[src/rtl/dkong_snd_rom_arb.sv]
`default_nettype none
// +------------------------------------------------------------------------------------+
// | Module : dkong_snd_rom_arb                                                         |
// | Brief  : Three-port arbiter sharing the sound sample ROM (CPU fetch, wave player,  |
// |          aux sample player); fixed-latency read with a one-cycle ack per access.   |
// | Config : DKONG_SND_ARB_CPU_PRIO_EN -- port 0 gets absolute priority in IDLE.       |
// | Rev    : 1.0  initial release                                                      |
// +------------------------------------------------------------------------------------+
module dkong_snd_rom_arb #(
  parameter int ROM_LAT = 2,
  parameter int AW      = 19,
  parameter int DW      = 8
) (
  input  logic          I_CLK,
  input  logic          I_RST,
  input  logic [2:0]    I_REQ,
  input  logic [AW-1:0] I_ADR0,
  input  logic [AW-1:0] I_ADR1,
  input  logic [AW-1:0] I_ADR2,
  output logic [2:0]    O_ACK,
  output logic [DW-1:0] O_DAT,
  output logic [AW-1:0] O_ROM_AB,
  output logic          O_ROM_OE,
  input  logic [DW-1:0] I_ROM_DB,
  output logic          O_BUSY
);

  localparam logic [3:0] c_LAT = 4'(ROM_LAT);

  typedef enum logic [1:0] {
    ST_IDLE = 2'd0,
    ST_WAIT = 2'd1,
    ST_DONE = 2'd2
  } state_t;

  state_t        r_state;
  state_t        w_state_nxt;
  logic [3:0]    r_cnt;
  logic [1:0]    r_gnt;
  logic [1:0]    r_rr_ptr;
  logic [2:0]    r_ack;
  logic [DW-1:0] r_dat;
  logic [AW-1:0] r_rom_ab;
  logic          r_rom_oe;
  logic [1:0]    w_win;
  logic          w_upd_rr;
  logic          w_grant;
  logic          w_cap;
  logic [AW-1:0] w_win_adr;
  logic [2:0]    w_gnt_onehot;

`ifdef DKONG_SND_ARB_CPU_PRIO_EN
  // Port 0 always wins; ports 1 and 2 alternate via rr_ptr, which only tracks their grants.
  always_comb begin
    w_win    = 2'd0;
    w_upd_rr = 1'b0;
    if (I_REQ[0]) begin
      w_win    = 2'd0;
      w_upd_rr = 1'b0;
    end else if (r_rr_ptr == 2'd1) begin
      w_win    = I_REQ[2] ? 2'd2 : 2'd1;
      w_upd_rr = 1'b1;
    end else begin
      w_win    = I_REQ[1] ? 2'd1 : 2'd2;
      w_upd_rr = 1'b1;
    end
  end
`else
  function automatic logic [1:0] nxt3(input logic [1:0] p);
    return (p == 2'd2) ? 2'd0 : p + 2'd1;
  endfunction

  function automatic logic req_at(input logic [2:0] req, input logic [1:0] idx);
    case (idx)
      2'd0:    return req[0];
      2'd1:    return req[1];
      default: return req[2];
    endcase
  endfunction

  logic [1:0] w_c1;
  logic [1:0] w_c2;

  // Search rr_ptr+1, rr_ptr+2, then rr_ptr itself.
  always_comb begin
    w_c1     = nxt3(r_rr_ptr);
    w_c2     = nxt3(w_c1);
    w_upd_rr = 1'b1;
    if (req_at(I_REQ, w_c1))      w_win = w_c1;
    else if (req_at(I_REQ, w_c2)) w_win = w_c2;
    else                          w_win = r_rr_ptr;
  end
`endif

  always_comb begin
    w_win_adr    = I_ADR0;
    w_gnt_onehot = 3'b001;
    case (w_win)
      2'd0:    w_win_adr = I_ADR0;
      2'd1:    w_win_adr = I_ADR1;
      default: w_win_adr = I_ADR2;
    endcase
    case (r_gnt)
      2'd0:    w_gnt_onehot = 3'b001;
      2'd1:    w_gnt_onehot = 3'b010;
      default: w_gnt_onehot = 3'b100;
    endcase
  end

  always_comb begin
    w_state_nxt = r_state;
    w_grant     = 1'b0;
    w_cap       = 1'b0;
    case (r_state)
      ST_IDLE: begin
        if (|I_REQ) begin
          w_grant     = 1'b1;
          w_state_nxt = ST_WAIT;
        end
      end
      ST_WAIT: begin
        if (r_cnt == 4'd1) begin
          w_cap       = 1'b1;
          w_state_nxt = ST_DONE;
        end
      end
      ST_DONE: w_state_nxt = ST_IDLE;
      default: w_state_nxt = ST_IDLE;
    endcase
  end

  always_ff @(posedge I_CLK or posedge I_RST) begin
    if (I_RST) r_state <= ST_IDLE;
    else       r_state <= w_state_nxt;
  end

  always_ff @(posedge I_CLK or posedge I_RST) begin
    if (I_RST) begin
      r_cnt    <= 4'd0;
      r_gnt    <= 2'd0;
      r_rr_ptr <= 2'd2;
      r_ack    <= 3'b000;
      r_dat    <= '0;
      r_rom_ab <= '0;
      r_rom_oe <= 1'b0;
    end else begin
      r_ack <= 3'b000;
      if (w_grant) begin
        r_rom_ab <= w_win_adr;
        r_rom_oe <= 1'b1;
        r_gnt    <= w_win;
        r_cnt    <= c_LAT;
        if (w_upd_rr) r_rr_ptr <= w_win;
      end else if (r_state == ST_WAIT) begin
        r_cnt <= r_cnt - 4'd1;
        // Address stays on the bus after capture; only OE drops.
        if (w_cap) begin
          r_dat    <= I_ROM_DB;
          r_ack    <= w_gnt_onehot;
          r_rom_oe <= 1'b0;
        end
      end
    end
  end

  assign O_ACK    = r_ack;
  assign O_DAT    = r_dat;
  assign O_ROM_AB = r_rom_ab;
  assign O_ROM_OE = r_rom_oe;
  assign O_BUSY   = (r_state != ST_IDLE);

endmodule
`default_nettype wire

[config.mk]
export PLATFORM = sky130hd
export DESIGN_NAME = dkong_snd_rom_arb
export DESIGN_NICKNAME = d
export VERILOG_FILES = /design/src/rtl/dkong_snd_rom_arb.sv
export SDC_FILE = /design/constraint.sdc
export NUM_CORES = 1
export LEC_CHECK = 0
export CORE_MARGIN = 2
export CORE_UTILIZATION = 37
export CTS_CLUSTER_DIAMETER = 150
export DETAILED_ROUTE_END_ITERATION = 12
export HOLD_SLACK_MARGIN = 0.12
export PLACE_DENSITY = 0.77
export SYNTH_ARGS = -nofsm -noshare
export SYNTH_HDL_FRONTEND = slang
export SYNTH_SLANG_ARGS = --single-unit
[constraint.sdc]
create_clock -name I_CLK -period 1.52 [get_ports I_CLK]
set_input_delay 0.456 -clock I_CLK [delete_from_list [all_inputs] [get_ports I_CLK]]
set_output_delay 0.456 -clock I_CLK [all_outputs]
set_load 0.005 [all_outputs]
* Word-level counts from Yosys, hierarchy flattened *
Cells that the tools add are included.

word-level totals
  register bits after elaboration = 41
  bits of input ports = 70
  logic and storage cells = 58

cells by class
  add/subtract/negate cells = 3
  equal/unequal tests = 10
  multiplexer cells = 24
  bitwise operators = 1
  reductions and logical operators = 12

operator list
  kind                                                                number
  19-bit one-hot mux with 2 select lines                              1
  2-bit two-way mux                                                   6
  2-bit by 1-bit == test with 1-bit output, second input constant     5
  2-bit logical NOT                                                   5
  3-bit two-way mux                                                   3
  1-bit two-way mux                                                   8
  4-bit two-way mux                                                   2
  3-bit one-hot mux with 2 select lines                               1
  2-bit nonzero test                                                  3
  2-bit by 1-bit adder with 2-bit output, second input constant       2
  2-bit == test, second input constant                                2
  4-bit by 1-bit == test with 1-bit output, second input constant     1
  2-bit inequality test, second input constant                        2
  1-bit one-hot mux with 2 select lines                               2
  2-bit one-hot mux with 2 select lines                               1
  2-bit AND reduction                                                 2
  4-bit by 1-bit subtractor with 4-bit output, second input constant  1
  3-bit AND reduction                                                 1
  3-bit OR reduction                                                  1
  1-bit NOT                                                           1

* Longest topological paths before layout *
  word-level depth = 11
  depth in mapped cells = 7

* Worst setup path after synthesis *
Ideal clock, no wire load.

  path type = register -> register
  start = reg r_rr_ptr[1]
  end = reg r_rom_ab[1], in the netlist O_ROM_AB[1]
  data arrival time = 1513 ps
  path slack = -134 ps
  cell stages (with the launch flop) = 7
  buffers on the path = 2
  clock period less this slack = 1654 ps
  cells stage by stage = dfstp_2 -> buf_2 -> nor2b_1 -> a22o_1 -> clkbuf_1 -> a222oi_1 -> a31oi_1

between the ends
  word-level cells in the longest chain between the ends = 11
  elaborated cells between the ends (all ways) = 18

RTL lines
  what                                                                                  line  RTL
  start: declaration                                                                    40    logic [1:0] r_rr_ptr;
  start signal: assignment                                                              153   if (w_upd_rr) r_rr_ptr <= w_win;
  2-bit by 1-bit adder with 2-bit output / 2-bit == test (equally long branches)        70    return (p == 2'd2) ? 2'd0 : p + 2'd1;
  2-bit two-way mux                                                                     70
  2-bit by 1-bit adder with 2-bit output / 2-bit == test (equally long branches)        70
  2-bit two-way mux                                                                     70
  2-bit by 1-bit == test with 1-bit output / 2-bit logical NOT (equally long branches)  74    case (idx)
  1-bit one-hot mux with 2 select lines                                                 74
  1-bit two-way mux                                                                     89    if (req_at(I_REQ, w_c1)) w_win = w_c1;
  2-bit two-way mux                                                                     90    else if (req_at(I_REQ, w_c2)) w_win = w_c2;
  2-bit two-way mux *                                                                   89
  2-bit by 1-bit == test with 1-bit output / 2-bit logical NOT (equally long branches)  98    case (w_win)
  19-bit one-hot mux with 2 select lines *                                              98
  end signal: assignment                                                                149   r_rom_ab <= w_win_adr;
  end: declaration                                                                      43    logic [AW-1:0] r_rom_ab;

Mark *: on every way between the ends. The rest lies on a longest branch, timed or not. The select of a mux whose other input is x is not followed.
A chain may end at the register's enable or synchronous reset.

* Final worst setup path *
  start = reg r_rr_ptr[1]
  end = reg r_rom_ab[13], in the netlist O_ROM_AB[13]

The elaborated chain is that of the path after synthesis.

==> qor.yml <==
run_status: "finished with violations"
violations: "negative setup slack"
dieWidth_um: 79.2
yosysTopAreaCellShare_pct: 46.6
cp_max_fo: 5
synth.distinct_cells: 32
ff2ff_setup_slack_ps: -130
port_buffers: 101
die_h_um: 79.2
drive_gt1_share_pct: 17.4
io_pins: 102
hpwl_mm: 4.45
start_kind: "flip-flop"
setup_viol: 19
viasPerCell: 5.43
cts_hold_buf: 0
tightest_slew_ps: 482
p_total_mw: 5.50
route.final.wire_length_mm: 6.29
ant_nets: 0
hold_end: "O_ACK[0]$_DFF_PP0_"
grt_pass1_vias: 2096
hold_viol_final: 0
yosys_warnings: 0
finalCriticalPeriod_ps: 1650
die_area_um2: 6280
crit_chain: "nor2b_2, a22o_4, buf_6, a222oi_1, a31oi_1"
slew-limit-headroom_pct: 67.8
dp_slack_ps: -757
syn2layout_area_growth_pct: 64.8
core_um2: 5470
finClkSkew_ps: 7.77
end_kind: "flip-flop"
synth_seq_area_share_pct: 47.8
reg2reg_depth: 5
synth_ff_type: "dfrtp_1"
crit_arrival_ps: 1790
cts_tree: "built"
detail_route.first_pass.iterations: 8
critPathKind: "reg2reg"
grt.total_usage_pct: 20.1
vias: 2199
synth_common_cells: "39 x dfrtp_1, 27 x nand2_1, 24 x nor2_1"
wl_per_cell_um: 15.5
avgSynthCellArea_um2: 9.93
timing.critical_path.slowest_stage_cell: "dfstp_2"
initial_core_util_pct: 38.3
synth_cells: 211
cp_slowest_stage_delay_ps: 570
clock_latency_ps: 290
grt_max_degree: 41
ir_drop_v: 0.000647
synth_edf_count: 0
cts_buffers: 5
ys_ff_latch: 40
clock-sinks: 40
antenna_found_initial: 0
p_leak_nw: 1.48
setup_ws_ps: -129
rsz0062_at_grt: "yes"
slew_violations: 0
async_flop_share_pct: 100
drcViolationCount: 0
maxCapViolCount: 0
yosysMostFrequentCell: "dfrtp_1"
synth_nets: 283
holdCritPathClass: "reg2reg"
hold_depth: 1
fillerInstances: 478
initialDrtViolationCount: 176
synth.top_cells.by_area: "dfrtp_1 47%, a222oi_1 9.1%, a22o_1 8.4%"
finalCritPeriodShare_pct: 108
grt_pass1_wl_mm: 10.1
htreeDepth: 2
clkTransAtPathRegs_ps: 70
nets: 405
min_from: "r_gnt[1]$_DFFE_PP0P_"
p_per_area_nw_per_um2: 1590
r2r-start: "r_rr_ptr[1]$_DFFE_PP1P_"
rr_endpoint: "O_ROM_AB[13]$_DFFE_PP0P_"
max_freq_ghz: 0.607
row_count: 27
syn_area_um2: 2090
clockBufferDepth: 2
antenna-diode-count: 0
synth_area_leader_cell: "dfrtp_1"
cp.required_ps: 1670
grt-ovfl-total: 0
place.gp.congestion: 0.821
cts-root-buf: "clkbuf_8"
-- registers in the layout, summed over array words and instances, names as in the netlist --
signal,cells
r_state,2
O_ROM_OE,1
r_gnt,2
O_ACK,3
r_cnt,4
O_ROM_AB,19
r_rr_ptr,1
O_DAT,8
-- worst max path at each step --
stage	slack, ps	end	depth (start not counted)	startpoint
6_report	-130	O_ROM_AB[13]$_DFFE_PP0P_	5	r_rr_ptr[1]$_DFFE_PP1P_
3_5_place_dp	-760	O_ROM_AB[13]$_DFFE_PP0P_	5	I_REQ[2]
2_1_floorplan	-30	O_ROM_AB[2]$_DFFE_PP0P_	6	r_rr_ptr[1]$_DFFE_PP1P_
3_3_place_gp	-650	O_ROM_AB[0]$_DFFE_PP0P_	5	I_REQ[1]
4_1_cts	-110	O_ROM_AB[13]$_DFFE_PP0P_	5	r_rr_ptr[1]$_DFFE_PP1P_
5_1_grt	-170	O_ROM_AB[13]$_DFFE_PP0P_	5	r_rr_ptr[1]$_DFFE_PP1P_
-- kinds of logic after synthesis --
kind of cell | Yosys count | share of synthesized area [%]
AOI/OAI and AO/OA | 70 | 27.3
xor gates and xnor gates | 2 | 0.836
adders and majority gates | 2 | 1.19
buffers and inverters | 23 | 4.90
DFF | 40 | 47.8
muxes | 8 | 4.30
and+or+nand+nor | 66 | 13.6
-- area by class of cell --
cell class	count	area, µm²	share of cell area (%)
Timing Repair Buffer	132	1220	35.5
Inverter	6	22.5	0.652
Clock buffer	6	72.6	2.10
Clock inverter	1	5.00	0.145
Tap cell	72	90.1	2.61
Sequential cell	40	1000	29.0
Multi-Input combinational cell	148	1030	30.0
-- through the flow --
stage | TNS, ps | hold WS, ps | util (%) | cell area, µm² | instances
after detailed placement | -16620 | 428 | 60.0 | 3290 | 388
after global placement | -14990 | 420 | 60.0 | 3290 | 388
after global routing | -2560 | 471 | 63.1 | 3450 | 405
after floorplan | -424 | 408 | - | 2140 | 211
final | -1310 | 457 | 63.1 | 3450 | 405
after CTS | -1080 | 444 | 62.5 | 3420 | 404
-- critical path: cells and delay by family, from the launching register on --
| kind | cells | cell delay (ps) |
|---|---|---|
| compound gates | 3 | 750 |
| buf+inv | 1 | 130 |
| flops | 1 | 570 |
| simple gates | 1 | 60 |
-- power by group --
part | switching (mW) | internal (mW)
clock | 0.338 | 0.312
sequential | 0.294 | 1.59
combinational | 1.35 | 1.61
-- cell usage in the layout (no fill, tap or decap), types with 2 or more instances in the layout --
cell type        count
clkdlybuf4s50_1     66
dfrtp_1             39
dlygate4sd2_1       32
nand2_1             26
buf_4               25
nor2_1              23
a22o_1              19
a222oi_1            19
a31oi_1             19
mux2_2               8
o21ai_0              5
clkbuf_8             5
inv_1                4
buf_6                4
nand3_1              3
nor2b_1              2
nand2b_1             2
o21a_1               2
nor3_1               2
-- layer usage --
layer	track usage [%]	wire [µm]	vias up
met5	0	0	-
met4	5.34	101	0
met3	3.86	465	10
met2	33.5	3090	111
met1	26.8	2630	1035
li1	-	-	1043
-- what timing repair did --
action,in CTS,in global routing
setup buffers,7,0
endpoints found under the hold margin,0,0
setup endpoints to repair,67,29
gates resized for setup,46,11
gates cloned,2,1
pin swaps,10,9
Power figures use the tool's default switching activity.
